**src/rtl/audio_sample_sequencer.sv**
```systemverilog
// audio_sample_sequencer
//   Moves stereo samples from the codec ADC side through an external
//   processing stage and queues the results in a small FIFO that drains
//   into the codec DAC side.
//   Optional feature macro: SEQ_BYPASS_EN (adds the 'bypass' input that lets
//   a captured sample skip the processing stage).
//   dbg_state exposes the sequencing FSM state (IDLE=0, ISSUE=1,
//   WAIT_RES=2, PUSH=3) for observation.

module audio_sample_sequencer #(
    parameter int DW           = 24,
    parameter int FIFO_DEPTH   = 4,
    parameter int PROC_TIMEOUT = 255
) (
    input  logic          CLOCK_50,
    input  logic          reset,
    // codec ADC side
    input  logic          read_ready,
    output logic          read,
    input  logic [DW-1:0] readdata_left,
    input  logic [DW-1:0] readdata_right,
    // codec DAC side
    input  logic          write_ready,
    output logic          write,
    output logic [DW-1:0] writedata_left,
    output logic [DW-1:0] writedata_right,
    // processing stage
    output logic          proc_valid,
    input  logic          proc_ready,
    output logic [DW-1:0] proc_left,
    output logic [DW-1:0] proc_right,
    input  logic          res_valid,
    input  logic [DW-1:0] res_left,
    input  logic [DW-1:0] res_right,
    // sticky status
    output logic          timeout_err,
    output logic          underrun,
`ifdef SEQ_BYPASS_EN
    input  logic          bypass,
`endif
    output logic [1:0]    dbg_state
);

    // Handshake to the processing stage: a sample is transferred on a cycle
    // where proc_valid && proc_ready are both high; once proc_valid rises it
    // stays high with proc_left/proc_right unchanged until that transfer.
    // The result side has no back-pressure: res_valid is a single-cycle
    // strobe and is only consumed while waiting for a result.

    localparam int AW = (FIFO_DEPTH > 1) ? $clog2(FIFO_DEPTH) : 1;
    localparam int CW = AW + 1;
    localparam int TW = $clog2(PROC_TIMEOUT + 1);

    localparam logic [CW-1:0] DEPTH_C   = CW'(FIFO_DEPTH);
    localparam logic [TW-1:0] TO_LAST_C = TW'(PROC_TIMEOUT - 1);

    typedef enum logic [1:0] {
        S_IDLE     = 2'd0,
        S_ISSUE    = 2'd1,
        S_WAIT_RES = 2'd2,
        S_PUSH     = 2'd3
    } state_t;

    // FSM registers
    state_t        state_q;
    logic          read_q;
    logic          proc_valid_q;
    logic [DW-1:0] proc_left_q;
    logic [DW-1:0] proc_right_q;
    logic [DW-1:0] res_left_q;
    logic [DW-1:0] res_right_q;
    logic [TW-1:0] tmo_cnt_q;
    logic          timeout_err_q;

    // FIFO registers
    logic [2*DW-1:0] mem_q [FIFO_DEPTH];
    logic [AW-1:0]   wr_ptr_q;
    logic [AW-1:0]   rd_ptr_q;
    logic [CW-1:0]   count_q;

    // DAC side registers
    logic          write_q;
    logic [DW-1:0] writedata_left_q;
    logic [DW-1:0] writedata_right_q;
    logic          underrun_q;

    logic fifo_empty;
    logic fifo_has_space;
    logic push;
    logic pop;

    assign fifo_empty     = (count_q == '0);
    assign fifo_has_space = (count_q < DEPTH_C);
    // The FSM only enters PUSH after checking for space in IDLE, and nothing
    // else pushes, so the push never overflows.
    assign push = (state_q == S_PUSH);
    // write_q gating keeps the DAC strobe from firing on back-to-back cycles.
    assign pop  = write_ready && !fifo_empty && !write_q;

    // Sequencing FSM: capture from ADC, hand to the stage, collect result.
    always_ff @(posedge CLOCK_50) begin
        if (reset) begin
            state_q       <= S_IDLE;
            read_q        <= 1'b0;
            proc_valid_q  <= 1'b0;
            proc_left_q   <= '0;
            proc_right_q  <= '0;
            res_left_q    <= '0;
            res_right_q   <= '0;
            tmo_cnt_q     <= '0;
            timeout_err_q <= 1'b0;
        end else begin
            read_q <= 1'b0;
            case (state_q)
                S_IDLE: begin
                    if (read_ready && fifo_has_space) begin
                        read_q <= 1'b1;
`ifdef SEQ_BYPASS_EN
                        if (bypass) begin
                            res_left_q  <= readdata_left;
                            res_right_q <= readdata_right;
                            state_q     <= S_PUSH;
                        end else begin
                            proc_left_q  <= readdata_left;
                            proc_right_q <= readdata_right;
                            proc_valid_q <= 1'b1;
                            state_q      <= S_ISSUE;
                        end
`else
                        proc_left_q  <= readdata_left;
                        proc_right_q <= readdata_right;
                        proc_valid_q <= 1'b1;
                        state_q      <= S_ISSUE;
`endif
                    end
                end
                S_ISSUE: begin
                    if (proc_valid_q && proc_ready) begin
                        proc_valid_q <= 1'b0;
                        tmo_cnt_q    <= '0;
                        state_q      <= S_WAIT_RES;
                    end
                end
                S_WAIT_RES: begin
                    if (res_valid) begin
                        res_left_q  <= res_left;
                        res_right_q <= res_right;
                        state_q     <= S_PUSH;
                    end else if (tmo_cnt_q == TO_LAST_C) begin
                        // Stage never answered: queue silence so the DAC
                        // stream keeps its cadence.
                        res_left_q    <= '0;
                        res_right_q   <= '0;
                        timeout_err_q <= 1'b1;
                        state_q       <= S_PUSH;
                    end else begin
                        tmo_cnt_q <= tmo_cnt_q + 1'b1;
                    end
                end
                S_PUSH: begin
                    state_q <= S_IDLE;
                end
                default: begin
                    state_q <= S_IDLE;
                end
            endcase
        end
    end

    // FIFO storage; contents need no reset since count gates every read.
    always_ff @(posedge CLOCK_50) begin
        if (push) begin
            mem_q[wr_ptr_q] <= {res_left_q, res_right_q};
        end
    end

    // FIFO pointers and occupancy; simultaneous push and pop leave count alone.
    always_ff @(posedge CLOCK_50) begin
        if (reset) begin
            wr_ptr_q <= '0;
            rd_ptr_q <= '0;
            count_q  <= '0;
        end else begin
            if (push) begin
                wr_ptr_q <= wr_ptr_q + 1'b1;
            end
            if (pop) begin
                rd_ptr_q <= rd_ptr_q + 1'b1;
            end
            case ({push, pop})
                2'b10:   count_q <= count_q + 1'b1;
                2'b01:   count_q <= count_q - 1'b1;
                default: count_q <= count_q;
            endcase
        end
    end

    // DAC side: pop the head into registered write data, flag underruns.
    always_ff @(posedge CLOCK_50) begin
        if (reset) begin
            write_q           <= 1'b0;
            writedata_left_q  <= '0;
            writedata_right_q <= '0;
            underrun_q        <= 1'b0;
        end else begin
            write_q <= pop;
            if (pop) begin
                {writedata_left_q, writedata_right_q} <= mem_q[rd_ptr_q];
            end
            if (write_ready && fifo_empty) begin
                underrun_q <= 1'b1;
            end
        end
    end

    assign read            = read_q;
    assign proc_valid      = proc_valid_q;
    assign proc_left       = proc_left_q;
    assign proc_right      = proc_right_q;
    assign timeout_err     = timeout_err_q;
    assign write           = write_q;
    assign writedata_left  = writedata_left_q;
    assign writedata_right = writedata_right_q;
    assign underrun        = underrun_q;
    assign dbg_state       = state_q;

endmodule
```
**config.mk**
```make
export PLATFORM = sky130hd
export DESIGN_NAME = audio_sample_sequencer
export DESIGN_NICKNAME = d
export VERILOG_FILES = /design/src/rtl/audio_sample_sequencer.sv
export SDC_FILE = /design/constraint.sdc
export NUM_CORES = 1
export LEC_CHECK = 0
export BUFFER_PORTS_ARGS = -buffer_cell sky130_fd_sc_hd__buf_2
export CAP_MARGIN = 20
export CORE_ASPECT_RATIO = 0.8
export CORE_MARGIN = 2
export CORE_UTILIZATION = 56
export CTS_CLUSTER_SIZE = 8
export DETAILED_ROUTE_END_ITERATION = 8
export GPL_TIMING_DRIVEN = 0
export HOLD_SLACK_MARGIN = 0.02
export PLACE_DENSITY_LB_ADDON = 0.25
export SLEW_MARGIN = 20
export SYNTH_ARGS = -nofsm -noshare
export SYNTH_HDL_FRONTEND = slang
export SYNTH_SLANG_ARGS = --single-unit
```
**constraint.sdc**
```tcl
create_clock -name CLOCK_50 -period 2.71 [get_ports CLOCK_50]
set_input_delay 0.542 -clock CLOCK_50 [delete_from_list [all_inputs] [get_ports CLOCK_50]]
set_output_delay 0.542 -clock CLOCK_50 [all_outputs]
set_load 0.05 [all_outputs]
```
==> results of run 1 <==
==> synth_stat cells (all sizes together) (2+ instances only) <==
library cell | count | area share (%)
nand2 | 198 | 5.8
edfxtp | 192 | 45
dfxtp | 166 | 26
a21oi | 109 | 4.2
a22o | 48 | 3.3
mux4 | 48 | 8.4
clkbuf | 32 | 0.94
buf | 23 | 0.90
nor2 | 18 | 0.53
ha | 12 | 1.2
inv | 12 | 0.35
and2 | 5 | 0.24
nand3 | 5 | 0.19
o21ai | 5 | 0.19
nand2b | 4 | 0.19
o31ai | 4 | 0.23
or3 | 4 | 0.19
and3 | 3 | 0.15
mux2i | 3 | 0.23
nand4b | 3 | 0.20
xor2 | 3 | 0.20
a21o | 2 | 0.12
and4 | 2 | 0.14
nor2b | 2 | 0.097
nor3 | 2 | 0.078
or4 | 2 | 0.12
xnor2 | 2 | 0.14
==> per-layer routing <==
layer	track usage (%)	part of all wire [%]
met1	30.7	43
met2	38.7	49
met3	4.67	6.5
met4	6.96	2.0
met5	0	0
==> worst paths after layout <==
path	start	end	cells past startpoint
setup / recovery	count_q[2]	count_q[2]	9
hold / removal	res_right[1]	res_right_q[1]	2
setup reg to reg	count_q[2]	count_q[2]	9
hold reg to reg	writedata_left[16]	writedata_left[16]	2
==> area by class of cell <==
class / instances / area [um2]
Buffer: 54 / 231
Inverter: 12 / 45.0
Clock buffer: 86 / 1400
Fill cell: 1584 / 6710
Multi-Input combinational cell: 496 / 3480
Timing Repair Buffer: 207 / 1130
Tap cell: 306 / 383
Sequential cell: 358 / 9090
Clock inverter: 2 / 36.3
==> where the power goes <==
group | leakage [uW] | switching, uW | internal [uW]
Combinational | 0.00215 | 2010 | 868
Clock | 0.000681 | 2150 | 3460
Sequential | 0.00324 | 269 | 6180
Total | 0.00606 | 4430 | 10500
==> critical path, stage by stage, from the launching register on <==
cell and delay, ns:
dfxtp_1 0.39, or3_1 0.16, nand3b_1 0.26, inv_2 0.33, ha_1 0.24, inv_1 0.06
fa_1 0.37, xor2_1 0.15, or3_1 0.30, a21oi_1 0.14
==> through the flow <==
stage / util, % / setup TNS, ns / std cells / power [uW]
floorplan: - / 0 / 921 / 8620
global placement: 63.3 / -89.63 / 1430 / 9370
detailed placement: 63.8 / -0.197 / 1434 / 9440
CTS: 70.2 / 0 / 1521 / 15100
global route: 70.2 / 0 / 1521 / 15600
finish: 70.2 / 0 / 1521 / 14900
==> logic make-up after synthesis <==
group	share of synthesized area, %
simple gates	8.16
xor+xnor	0.341
fa+ha+maj	1.33
mux	8.65
compound gates	8.56
flops	70.8
buf+inv	2.18
==> timing repair <==
| action | 4_1_cts | 5_1_grt |
|---|---|---|
| gates resized for setup | 0 | 0 |
| hold buffers | 0 | 0 |
| endpoints found under the setup margin | 1 | 0 |
==> flip-flops by register name, summed over array words and instances (netlist names) <==
register         flops
rd_ptr_q             2
count_q              3
res_left_q          24
proc_valid           1
proc_right          24
tmo_cnt_q            8
underrun             1
mem_q              192
write                1
res_right_q         24
writedata_left      24
timeout_err          1
writedata_right     24
proc_left           24
read                 1
dbg_state            2
wr_ptr_q             2
==> impl_metrics.py, run 1 <==
metrics = {
    "status": {
        "status": "complete, no violations",
    },
    "setup_path": {
        "critPathRequiredTime_ns": 3.18,
        "reg2reg_slack_ns": 0.24,
        "arrival_ns": 2.94,
        "cp_max_fo": 14,
        "startpoint_type": "register",
        "worstSetupPathType": "register to register",
        "cp-end-kind": "register",
    },
    "final_layout": {
        "mostFrequentLayoutCells": "217 x buf_2, 198 x nand2_1, 192 x edfxtp_1, 166 x dfxtp_1, 109 x a21oi_1",
        "layout-area-overhead-vs-synth_pct": 23.0,
        "nNetsFinal": 1294,
        "n_antenna_cell": 0,
        "layout_commonest_cell": "buf_2",
        "drive_gt1_share_pct": 27.2,
        "stdcell_area_mm2": 0.0158,
    },
    "synthesis": {
        "synth-edff-count": 192,
        "async_flop_share_pct": 0,
        "syn-mean-instance-area_um2": 13.9,
        "ys_ff_latch": 358,
        "syn-num-nets": 1036,
        "netlist_area_mm2": 0.0128,
        "ys_types": 43,
        "synth_ff_type": "edfxtp_1",
        "yosysSeqAreaShare_pct": 70.8,
        "yosys_warnings": 0,
        "syn_inst": 921,
    },
    "global_route": {
        "grt_pass1_wl_um": 43800,
        "antenna_found_initial": 0,
        "grt_pass1_vias": 8128,
        "grt_usage_pct": 23.1,
        "grt_max_degree": 44,
        "grt_overflow_total": 0,
    },
    "placed_design": {
        "place_area_mm2": 0.0144,
        "dp.final_hpwl_um": 18000,
        "io_buffers": 203,
        "place_congestion": 0.911,
        "dp_worst_setup_slack_ns": -0.197,
    },
    "timing": {
        "worst_pin_slew_ns": 0.731,
        "slew_violations": 0,
        "fin_skew_ns": 0.0178,
        "hold_ws_ns": 0.205,
        "timing.final.crit_share_pct": 91.2,
        "finalCriticalPeriod_ns": 2.47,
        "max_slew_margin_pct": 51.3,
        "setup_slack_ns": 0.239,
        "fmax_mhz": 405,
        "setup_viol": 0,
        "rsz0062_at_grt": "false",
        "hold_violations": 0,
    },
    "power_and_ir_drop": {
        "power.leakage_uw": 0.00606,
        "powerDensity_mw_per_mm2": 946,
        "irDropWorstVdd_mv": 0.599,
    },
    "floorplanning": {
        "pin_count": 205,
        "die_h_um": 139,
        "dieArea_mm2": 0.0242,
        "die_w_um": 173,
        "core_area_mm2": 0.0225,
        "start_util_pct": 57.1,
        "rows": 49,
    },
    "route": {
        "wl_per_cell_um": 18.3,
        "totalWireLength_um": 27800,
        "dr.pass1.iters": 5,
        "drt_iter0_drc": 514,
        "drcViolationCount": 0,
        "vias_per_cell": 5.42,
        "num_vias": 8241,
        "antenna_left": 0,
    },
    "cts": {
        "clk_pin_slew_worst_paths_ns": 0.05,
        "tritoncts": "done",
        "numCtsBuffers": 50,
        "cts.sinks": 358,
        "cts_root_buf": "clkbuf_16",
        "clock_path_buffers": 3,
        "clk_latency_ns": 0.55,
        "cts_setup_buffers": 0,
        "cts_max_level": 2,
    },
    "worst_hold_path": {
        "min_path_type": "primary input to register",
    },
    "flow_run": {
        "max_cap_violations": 0,
    },
}
Note: power is estimated with default switching activity, not from simulation.
==> run 2, diff against run 1 <==
BUFFER_PORTS_ARGS = -buffer_cell sky130_fd_sc_hd__buf_4   (was -buffer_cell sky130_fd_sc_hd__buf_2)
==> run 2 against run 1 <==
Core utilization rose by 2.4 points; cell count rose by 0.13%; critical endpoint unchanged; design area rose by 3.4%; first-iteration DRC count rose by 9.7%; sequential share of layout area fell by 1.9 points; clock skew fell by 0.0034 ns; die area did not move; register-to-register slack got worse by 0.03 ns.
==> impl_metrics.py, run 2 (synthesized netlist as in run 1, its figures left out) <==
metrics = {
    "global_route": {
        "grt_pass1_vias": 8096,
        "grt_overflow_total": 0,
        "grt_max_degree": 48,
        "grt_pass1_wl_um": 44100,
        "antenna_found_initial": 0,
        "grt_usage_pct": 23.3,
    },
    "timing": {
        "slew_violations": 0,
        "fmax_mhz": 400,
        "setup_viol": 0,
        "rsz0062_at_grt": "false",
        "finalCriticalPeriod_ns": 2.50,
        "hold_violations": 0,
        "setup_slack_ns": 0.211,
        "max_slew_margin_pct": 54.6,
        "worst_pin_slew_ns": 0.681,
        "timing.final.crit_share_pct": 92.2,
        "fin_skew_ns": 0.0144,
        "hold_ws_ns": 0.203,
    },
    "route": {
        "num_vias": 8252,
        "drcViolationCount": 0,
        "totalWireLength_um": 28200,
        "antenna_left": 0,
        "wl_per_cell_um": 18.5,
        "vias_per_cell": 5.42,
        "drt_iter0_drc": 564,
        "dr.pass1.iters": 5,
    },
    "cts": {
        "tritoncts": "done",
        "cts_root_buf": "clkbuf_16",
        "numCtsBuffers": 50,
        "cts_setup_buffers": 0,
        "clock_path_buffers": 3,
        "cts.sinks": 358,
        "clk_latency_ns": 0.55,
        "clk_pin_slew_worst_paths_ns": 0.05,
        "cts-resized-gates": 0,
        "cts_hold_buf": 0,
        "cts_max_level": 2,
    },
    "power_and_ir_drop": {
        "power.leakage_uw": 0.00616,
        "p_sw_uw": 4460,
        "swShare_pct": 29.3,
        "powerDensity_mw_per_mm2": 932,
        "pwr-share-clk_pct": 37.3,
        "internal_power_uw": 10700,
        "irDropWorstVdd_mv": 0.543,
        "combPwrFrac_pct": 20.2,
        "pwr-share-seq_pct": 42.5,
    },
    "setup_path": {
        "cp-end-kind": "register",
        "worstSetupPathType": "register to register",
        "critPathRequiredTime_ns": 3.17,
        "cp_max_fo": 14,
        "arrival_ns": 2.96,
        "startpoint_type": "register",
    },
    "final_layout": {
        "largest_reg_flops": 192,
        "nNetsFinal": 1294,
        "layout_commonest_cell": "buf_4",
        "top_register": "mem_q",
        "mostFrequentLayoutCells": "206 x buf_4, 198 x nand2_1, 192 x edfxtp_1, 166 x dfxtp_1, 109 x a21oi_1",
        "stdcell_area_mm2": 0.0163,
        "final_core_util_pct": 72.5,
        "layout-area-overhead-vs-synth_pct": 27.1,
        "n_antenna_cell": 0,
        "fin_cells": 1523,
        "drive_gt1_share_pct": 27.3,
    },
    "floorplanning": {
        "dieArea_mm2": 0.0242,
        "start_util_pct": 57.1,
        "die_w_um": 173,
        "pin_count": 205,
        "core_area_mm2": 0.0225,
        "rows": 49,
        "die_h_um": 139,
    },
    "status": {
        "status": "complete, no violations",
    },
    "placed_design": {
        "dp.cells": 1434,
        "dp_worst_setup_slack_ns": -0.270,
        "place_congestion": 0.879,
        "dp.final_hpwl_um": 18200,
        "place_area_mm2": 0.0149,
        "io_buffers": 203,
    },
    "worst_hold_path": {
        "min_path_type": "primary input to register",
    },
    "flow_run": {
        "max_cap_violations": 0,
    },
}
-- run 2: cell type report --
class / count / area (um2)
buffer: 54 / 231
sequential: 358 / 9090
clock buffer: 88 / 1430
tap: 306 / 383
inverter: 12 / 50.0
timing repair buffer: 207 / 1630
multi-input combinational: 496 / 3480
clock inverter: 2 / 28.8
fill: 1497 / 6180
-- run 2: per-layer routing --
metal | wire length (um) | up-vias | part of all wire [%] | GRT usage (%)
li1 | - | 3907 | - | -
met1 | 12300 | 4012 | 44 | 32.3
met2 | 13600 | 295 | 48 | 38.3
met3 | 1910 | 38 | 6.8 | 4.75
met4 | 374 | 0 | 1.3 | 5.93
met5 | 0 | - | 0 | 0
-- run 2: worst paths after layout --
path,startpoint,endpoint,slack [ns],cells past startpoint
setup / recovery,count_q[2],count_q[2],0.21,9
setup reg to reg,count_q[2],count_q[2],0.21,9
hold / removal,res_right[3],res_right_q[3],0.20,2
hold reg to reg,proc_right[10],proc_right[10],0.45,2
-- run 2: stage by stage --
| stage | setup TNS [ns] | power, uW |
|---|---|---|
| floorplan | 0 | 8620 |
| finish | 0 | 15200 |
| global placement | -88.77 | 9550 |
| global route | 0 | 15800 |
| CTS | 0 | 15300 |
| detailed placement | -0.270 | 9640 |
-- run 2: critical path, cell delays in order, from the launching register on --
cell      delay (ns)
dfxtp_1         0.34
or3_1           0.40
nand3b_1        0.32
clkinv_4        0.22
ha_1            0.29
inv_1           0.09
fa_1            0.21
xor2_1          0.10
or3_1           0.31
a21oi_1         0.13
-- run 2: power by group through the flow --
stage,clock (uW),combinational [uW],sequential (uW)
2_1_floorplan,0,1340,7290
3_3_place_gp,0,3010,6550
3_5_place_dp,0,3080,6560
4_1_cts,5750,3100,6460
5_1_grt,6010,3310,6510
6_report,5670,3070,6470
==> run 3, diff against run 2 <==
--- a/config.mk
+++ b/config.mk
@@ -14,3 +14,2 @@
 export DETAILED_ROUTE_END_ITERATION = 8
-export GPL_TIMING_DRIVEN = 0
 export HOLD_SLACK_MARGIN = 0.02
==> constraint.sdc (replaced) <==
create_clock -name CLOCK_50 -period 2.71 [get_ports CLOCK_50]
set_input_delay 0.6775 -clock CLOCK_50 [delete_from_list [all_inputs] [get_ports CLOCK_50]]
set_output_delay 0.6775 -clock CLOCK_50 [all_outputs]
set_load 0.05 [all_outputs]
==> run 3 against run 2 <==
Design area about the same; wire length down 3.4%; clock power about the same; hold slack better by 0.14 ns; clock skew up 0.0014 ns; critical path depth down 3; die area unchanged; critical endpoint is now tmo_cnt_q[3]; largest cell class unchanged.
==> impl_metrics.py, run 3 (synthesized netlist as in run 1, its figures left out) <==
metrics = {
    "final_layout": {
        "seqCellArea_mm2": 0.00909,
        "layout-area-overhead-vs-synth_pct": 27.1,
        "largest_reg_flops": 192,
        "drive_gt1_share_pct": 29.1,
        "n_antenna_cell": 0,
        "fillers": 1501,
        "fin_cells": 1493,
        "nNetsFinal": 1265,
        "top_register": "mem_q",
        "mostFrequentLayoutCells": "224 x buf_4, 198 x nand2_1, 192 x edfxtp_1, 164 x dfxtp_1, 108 x a21oi_1",
        "final_core_util_pct": 72.5,
        "multi_input_area_mm2": 0.00350,
        "layout_commonest_cell": "buf_4",
    },
    "timing": {
        "slew_violations": 0,
        "fin_skew_ns": 0.0159,
        "timing.final.crit_share_pct": 81.9,
        "rsz0062_at_grt": "false",
        "finalCriticalPeriod_ns": 2.22,
        "fmax_mhz": 450,
        "hold_violations": 0,
        "hold_ws_ns": 0.342,
        "setup_tns_ns": 0,
        "worst_pin_slew_ns": 0.631,
        "max_slew_margin_pct": 58.0,
        "setup_viol": 0,
        "setup_slack_ns": 0.490,
    },
    "placed_design": {
        "io_buffers": 204,
        "place_congestion": 0.855,
        "dp.final_hpwl_um": 16800,
        "dp_worst_setup_slack_ns": 0.483,
        "dp.cells": 1404,
    },
    "cts": {
        "clock_path_buffers": 3,
        "numCtsBuffers": 50,
        "cts.sinks": 358,
        "clk_latency_ns": 0.54,
        "cts-resized-gates": 0,
        "cts_hold_buf": 0,
        "clk_pin_slew_worst_paths_ns": 0.05,
        "cts_root_buf": "clkbuf_16",
        "tritoncts": "done",
        "cts_max_level": 2,
        "cts_setup_buffers": 0,
    },
    "global_route": {
        "grt_overflow_total": 0,
        "grt_max_degree": 50,
        "grt_pass1_vias": 8282,
        "use_met3_pct": 4.89,
        "grt_util_met1_pct": 30.3,
        "grt_pass1_wl_um": 43800,
        "use_met2_pct": 38.8,
        "antenna_found_initial": 1,
        "top_usage_layer": "met2",
        "grt_usage_pct": 22.9,
    },
    "flow_run": {
        "max_cap_violations": 0,
    },
    "floorplanning": {
        "pin_count": 205,
        "start_util_pct": 57.1,
        "core_area_mm2": 0.0225,
        "rows": 49,
        "die_w_um": 173,
        "die_h_um": 139,
        "dieArea_mm2": 0.0242,
    },
    "route": {
        "dr.pass1.iters": 4,
        "totalWireLength_um": 27300,
        "num_vias": 8104,
        "vias_per_cell": 5.43,
        "drcViolationCount": 0,
        "drt_iter0_drc": 470,
        "wl_per_cell_um": 18.3,
        "antenna_left": 0,
    },
    "setup_path": {
        "worstSetupPathType": "register to register",
        "slowest_stage": "or4_1",
        "cp-end-kind": "register",
        "arrival_ns": 2.69,
        "startpoint_type": "register",
        "cp_top_family": "simple AND/OR/NAND/NOR gates",
        "max_stage_delay_ns": 0.54,
        "critPathRequiredTime_ns": 3.18,
        "path_cells": "inv_1 > ha_1 > nor2_1 > a211o_1 > or4_1 > a21oi_1",
        "cp_num_buf_inv": 1,
        "cp_max_fo": 15,
    },
    "status": {
        "status": "complete, no violations",
    },
    "power_and_ir_drop": {
        "power.leakage_uw": 0.00617,
        "powerDensity_mw_per_mm2": 929,
        "irDropWorstVdd_mv": 0.515,
    },
    "worst_hold_path": {
        "min_path_type": "primary input to register",
    },
}
[run 3: cell types whose count changed in the layout (fill, tap and decap cells not counted), sizes merged]
cell and delta:
clkbuf -32, clkinv -1, buf +2, inv +1
[run 3: worst paths after layout]
check,startpoint,slack (ns),to,cells past startpoint
min,res_right[8],0.34,res_right_q[8],2
min reg2reg,writedata_left[7],0.45,writedata_left[7],2
max reg2reg,dbg_state[0],0.49,tmo_cnt_q[3],6
max,dbg_state[0],0.49,tmo_cnt_q[3],6
[run 3: worst reg2reg max path: cells and delay by family (launching register included)]
family	cells	cell delay, ns
buffers and inverters	1	0.13
and+or+nand+nor	2	0.67
DFF	1	0.34
adders and majority gates	1	0.51
AOI/OAI and AO/OA	2	0.51
[run 3: stage by stage]
step	area [um2]	power, uW
global route	16300	15800
detailed placement	14900	9620
finish	16300	15100
global placement	14900	9550
CTS	16300	15300
floorplan	12800	8620
[run 3: final cells by class]
cell class / instances / share of cell area (%)
clock buffers: 87 / 8.71
clock inverters: 2 / 0.176
inverters: 12 / 0.276
multi-input cells: 496 / 21.5
flip-flops and latches: 358 / 55.7
well taps: 306 / 2.35
repair buffers: 232 / 11.3
[run 3: metal layers]
metal | up-vias | wire, um
li1 | 3830 | -
met1 | 3946 | 11700
met2 | 280 | 13200
met3 | 46 | 1790
met4 | 2 | 488
met5 | - | 16
[run 3: power by group]
group          leakage (uW)  internal (uW)  total, uW  switching (uW)
clock              0.000691           3520       5640            2120
combinational       0.00224           1050       3000            1950
sequential          0.00324           6190       6510             323
